[config.mk]
export PLATFORM = sky130hd
export DESIGN_NAME = branch_resolve
export DESIGN_NICKNAME = d
export VERILOG_FILES = /design/src/rtl/branch_resolve.sv
export SDC_FILE = /design/constraint.sdc
export NUM_CORES = 1
export LEC_CHECK = 0
export CELL_PAD_IN_SITES_DETAIL_PLACEMENT = 1
export CELL_PAD_IN_SITES_GLOBAL_PLACEMENT = 2
export CORE_ASPECT_RATIO = 1.5
export CORE_UTILIZATION = 33
export DETAILED_ROUTE_END_ITERATION = 6
export DONT_BUFFER_PORTS = 1
export PLACE_DENSITY_LB_ADDON = 0.1
export SYNTH_ARGS = -nofsm -noshare
export SYNTH_HDL_FRONTEND = slang
export SYNTH_SLANG_ARGS = --single-unit
[constraint.sdc]
create_clock -name clk -period 3.55 [get_ports clk]
set_input_delay 0.355 -clock clk [delete_from_list [all_inputs] [get_ports clk]]
set_output_delay 0.355 -clock clk [all_outputs]
set_load 0.005 [all_outputs]
[src/rtl/branch_resolve.sv]
// Branch resolution stage.
// Turns the ALU comparison flags into a registered branch decision (taken,
// target, redirect PC, mispredict) behind a one-deep valid/ready output
// register, and keeps saturating counts of retired taken branches and
// mispredicts.
module branch_resolve #(
  parameter int WORDSIZE = 64,
  parameter int CNT_W    = 32
) (
  input  logic                clk,
  input  logic                reset,
  input  logic                flush,
  input  logic                in_valid,
  output logic                in_ready,
  input  logic [2:0]          funct3,
  input  logic                less,
  input  logic                less_u,
  input  logic                zero,
  input  logic [WORDSIZE-1:0] pc,
  input  logic [WORDSIZE-1:0] imm,
  input  logic                pred_taken,
  output logic                out_valid,
  input  logic                out_ready,
  output logic                taken,
  output logic [WORDSIZE-1:0] target,
  output logic [WORDSIZE-1:0] redirect_pc,
  output logic                mispredict,
  output logic                illegal,
  output logic                misaligned,
  output logic [CNT_W-1:0]    taken_cnt,
  output logic [CNT_W-1:0]    mispred_cnt
);

  localparam logic [2:0] F3_BEQ  = 3'b000;
  localparam logic [2:0] F3_BNE  = 3'b001;
  localparam logic [2:0] F3_BLT  = 3'b100;
  localparam logic [2:0] F3_BGE  = 3'b101;
  localparam logic [2:0] F3_BLTU = 3'b110;
  localparam logic [2:0] F3_BGEU = 3'b111;

  localparam logic [CNT_W-1:0] CNT_MAX = '1;
  localparam logic [CNT_W-1:0] CNT_ONE = CNT_W'(1);

  // Next-state values of the result register, computed from the inputs.
  logic                cond_true;
  logic                is_illegal;
  logic                taken_d;
  logic                misaligned_d;
  logic                mispredict_d;
  logic [WORDSIZE-1:0] target_d;
  logic [WORDSIZE-1:0] seq_pc_d;
  logic [WORDSIZE-1:0] redirect_d;

  // Handshake qualifiers.
  logic capture;
  logic accept;

  // Decode funct3 into the branch condition; the two unused encodings are
  // flagged illegal and never count as taken.
  always_comb begin
    cond_true  = 1'b0;
    is_illegal = 1'b0;
    unique case (funct3)
      F3_BEQ:  cond_true = zero;
      F3_BNE:  cond_true = ~zero;
      F3_BLT:  cond_true = less;
      F3_BGE:  cond_true = ~less;
      F3_BLTU: cond_true = less_u;
      F3_BGEU: cond_true = ~less_u;
      default: is_illegal = 1'b1;
    endcase
  end

  // Both sums wrap modulo 2^WORDSIZE; carry-out is intentionally dropped.
  assign target_d = pc + imm;
  assign seq_pc_d = pc + WORDSIZE'(4);

  assign taken_d      = cond_true & ~is_illegal;
  assign misaligned_d = taken_d & (target_d[1:0] != 2'b00);

  // A misaligned target still redirects to the target so the trap unit sees
  // the faulting address; fetch must not treat it as a mispredict.
  assign redirect_d   = taken_d ? target_d : seq_pc_d;
  assign mispredict_d = ~is_illegal & ~misaligned_d & (taken_d ^ pred_taken);

  // The stage can take a new branch whenever the held result is empty or is
  // leaving this cycle.
  assign in_ready = ~out_valid | out_ready;
  assign capture  = in_valid & in_ready & ~flush;
  assign accept   = out_valid & out_ready & ~flush;

  // Valid flag: flush empties the stage, capture fills it, accept drains it.
  always_ff @(posedge clk) begin
    if (reset) begin
      out_valid <= 1'b0;
    end else if (flush) begin
      out_valid <= 1'b0;
    end else if (capture) begin
      out_valid <= 1'b1;
    end else if (accept) begin
      out_valid <= 1'b0;
    end
  end

  // Result register: loads only on capture so the outputs hold under
  // backpressure and keep their last value when the stage is empty.
  always_ff @(posedge clk) begin
    if (reset) begin
      taken       <= 1'b0;
      target      <= '0;
      redirect_pc <= '0;
      mispredict  <= 1'b0;
      illegal     <= 1'b0;
      misaligned  <= 1'b0;
    end else if (capture) begin
      taken       <= taken_d;
      target      <= target_d;
      redirect_pc <= redirect_d;
      mispredict  <= mispredict_d;
      illegal     <= is_illegal;
      misaligned  <= misaligned_d;
    end
  end

  // Taken counter: counts the outgoing result on accept, sticks at all-ones.
  always_ff @(posedge clk) begin
    if (reset) begin
      taken_cnt <= '0;
    end else if (accept && taken && (taken_cnt != CNT_MAX)) begin
      taken_cnt <= taken_cnt + CNT_ONE;
    end
  end

  // Mispredict counter: same accept qualification and saturation as above.
  always_ff @(posedge clk) begin
    if (reset) begin
      mispred_cnt <= '0;
    end else if (accept && mispredict && (mispred_cnt != CNT_MAX)) begin
      mispred_cnt <= mispred_cnt + CNT_ONE;
    end
  end

endmodule

==> results.toml <==
[run_status]
status = "finished clean"

[timing]
finalSetupViolCount = 0
tightest_slew_ns = 0.856
post-route-min-period_ns = 3.38
setup_tns_ns = 0
finalMaxSlewViolations = 0
timing.fmax_mhz = 296
fin_skew_ns = 0.0181
rsz0062_at_grt = "false"
final_hold_viol_count = 0
period_share_pct = 95.1
relSlewSlack_pct = 42.7

[die]
start_util_pct = 33.6
core_sq_mm = 0.0386
fp.dieW_um = 164
dieArea_sq_mm = 0.0401
rows = 88
die_h_um = 245
pin_count = 338

[layout]
fin_area_sq_mm = 0.0144
final_cells = 2191
nFillCells = 4746
diodes = 0
drive_gt1_share_pct = 7.02
area_growth_syn_to_layout_pct = 11.0
utilization_pct = 37.2
nNetsFinal = 1890

[logic_synthesis]
yosys_warnings = 0
ys_ff_latch = 197
synth_common_cells = "263 x nand2_1, 197 x dfxtp_1, 163 x a21oi_1"
synth_cell_types = 75
syn_inst = 1694
synth.area.top_cells = "dfxtp_1 30%, nand2_1 7.6%, ha_1 6.4%"
synth_fp_nets = 1901
synth_top_area_share_pct = 30.4
synthArstFlopShare_pct = 0
synth_ff_type = "dfxtp_1"
synth_edf_count = 0
synth_top_area_cell = "dfxtp_1"
syn_area_per_cell_sq_um = 7.65
synth.most_common_cell = "nand2_1"
synth.cell_area_sq_mm = 0.0130
ys_seq_area_share_pct = 30.4

[critical_path]
worstPathRequired_ns = 3.92
worstPathArrival_ns = 3.75
cp-end-kind = "flop"
r2r_slack_ns = 0.62
r2r_end = "taken_cnt[27]"
start_kind = "primary input"
cp_max_fo = 5
r2r_cells = 9
critPathKind = "in -> reg"
r2r-start = "taken_cnt[8]"

[global_route]
grt_usage_pct = 27.0
grt_pass1_vias = 13357
grt_max_degree = 146
grt_pass1_wl_um = 81300
antenna_found_initial = 0
gr-total-overflow = 0

[power_and_ir_drop]
p_int_mw = 3.83
leakagePower_nw = 5.42
ir_worst_vdd_mv = 0.201
pwr-share-seq_pct = 41.0
combPwrFrac_pct = 23.3
power_switching_mw = 2.14
pwr_density_cell_mw_per_mm2 = 414
p_sw_share_pct = 35.8
clockPowerShare_pct = 35.7

[routing]
vias_per_cell = 5.76
drtIter0Drc = 535
first_pass_iters = 7
wl_per_cell_um = 24.5
drc_errors = 0
routed_wl_um = 53700
ant_nets = 0
vias = 12613

[worst_hold_path]
min_to = "redirect_pc[0]"
min_path_type = "in -> reg"
min_from = "pc[0]"
hold_path_depth = 2

[cts]
insertion_delay_ns = 0.48
root_buffer = "clkbuf_16"
path_clk_slew_ns = 0.08
clock-sinks = 197
cts_tree = "built"
cts_max_path_buffers = 2
htree_levels = 4
cts_buffers = 17
post-cts-setup-buffer-count = 0

[placed_design]
dpl.cell_count = 2156
io_buffers = 0
postPlaceCellArea_sq_mm = 0.0137
place_hpwl_um = 41900
gp_congestion = 0.888

[flow_run]
cap_violations = 0
-- power groups by stage --
stage          clock network, mW  logic, mW  registers [mW]
6_report                    2.13       1.39            2.45
5_1_grt                     2.25       1.54            2.46
4_1_cts                     2.20       1.40            2.45
3_5_place_dp                   0       1.36            2.50
3_3_place_gp                   0       1.35            2.50
2_1_floorplan                  0      0.945            2.44
-- registers in the layout (all words and copies together), names as in the netlist --
name,count
illegal,1
redirect_pc,64
target,64
out_valid,1
taken,1
taken_cnt,32
mispredict,1
mispred_cnt,32
misaligned,1
-- final cells by class --
class / instances / area (sq um) / share of cell area, %
repair buffers: 61 / 520 / 3.62
clock buffers: 17 / 425 / 2.96
well taps: 495 / 619 / 4.30
multi-input cells: 1388 / 8610 / 59.8
flip-flops and latches: 197 / 3940 / 27.4
inverters: 18 / 67.6 / 0.469
clock inverters: 15 / 206 / 1.43
-- critical path: stages --
cell and delay [ns]:
ha_1 0.20, fa_1 0.44, a21o_1 0.22, a221o_2 0.35
a311o_1 0.40, a2111o_1 0.54, a31o_4 0.30, a31o_4 0.29
a211oi_2 0.22, xor2_1 0.11, a221oi_1 0.30
-- cell families (layout without fill, tap and decap cells) --
logic type,count (synthesis),after routing,synth area share (%)
muxes,5,5,0.386
and+or+nand+nor,693,693,25.1
adders and majority gates,67,67,6.52
AOI/OAI and AO/OA,460,460,23.1
xor gates and xnor gates,163,163,11.0
DFF,197,197,30.4
buffers and inverters,109,111,3.50
-- repair_timing --
item	CTS	global route
endpoints found under the hold margin	146	0
setup endpoints to repair	0	0
hold buffers	3	0
resized for setup	0	0
-- worst max-delay path by stage --
stage               startpoint               to  slack, ns  cells after the start
floorplan                pc[0]  redirect_pc[60]       0.05                     11
finish                   pc[0]  redirect_pc[60]       0.17                     11
CTS                      pc[0]  redirect_pc[60]       0.21                     11
detailed placement       pc[0]  redirect_pc[60]      -0.29                     11
global placement         pc[0]  redirect_pc[60]      -0.23                     11
global route             pc[0]  redirect_pc[60]       0.08                     11
-- per-layer routing --
layer / global-route usage, % / vias to the layer above / wire (um)
met5: 0 / - / 0
met4: 13.0 / 0 / 2360
met3: 6.18 / 81 / 3390
met2: 49.4 / 337 / 27700
met1: 28.6 / 6143 / 20300
li1: - / 6052 / -
-- placed cells by master (no fill, tap or decap), types with 7 or more instances in the layout --
| master | count |
|---|---|
| a32o_1 | 7 |
| o221ai_1 | 8 |
| a21o_1 | 49 |
| nand2_1 | 263 |
| o211ai_1 | 31 |
| or3_1 | 19 |
| clkbuf_16 | 17 |
| a21oi_1 | 163 |
| and3_1 | 26 |
| a22o_1 | 13 |
| a211oi_1 | 13 |
| o21a_1 | 8 |
| and2_1 | 22 |
| o21ai_0 | 77 |
| nor2_1 | 149 |
| nand4_1 | 46 |
| nand3_1 | 71 |
| a31oi_1 | 9 |
| buf_4 | 55 |
| nor3_1 | 30 |
| and4_1 | 21 |
| nor4_1 | 7 |
| nor2b_1 | 13 |
| inv_1 | 18 |
| xnor2_1 | 73 |
| o21bai_1 | 17 |
| xor2_1 | 90 |
| a311oi_1 | 7 |
| dfxtp_1 | 197 |
| ha_1 | 66 |
| or2_2 | 7 |
-- per-stage QoR --
step | setup slack, ns | hold WS (ns) | power, mW
floorplan | 0.0526 | 0.434 | 3.38
global placement | -0.234 | 0.435 | 3.85
detailed placement | -0.293 | 0.436 | 3.86
CTS | 0.209 | 0.0234 | 6.05
global route | 0.0803 | 0.0364 | 6.25
finish | 0.175 | 0.0432 | 5.96
(Power assumes the default switching activity.)
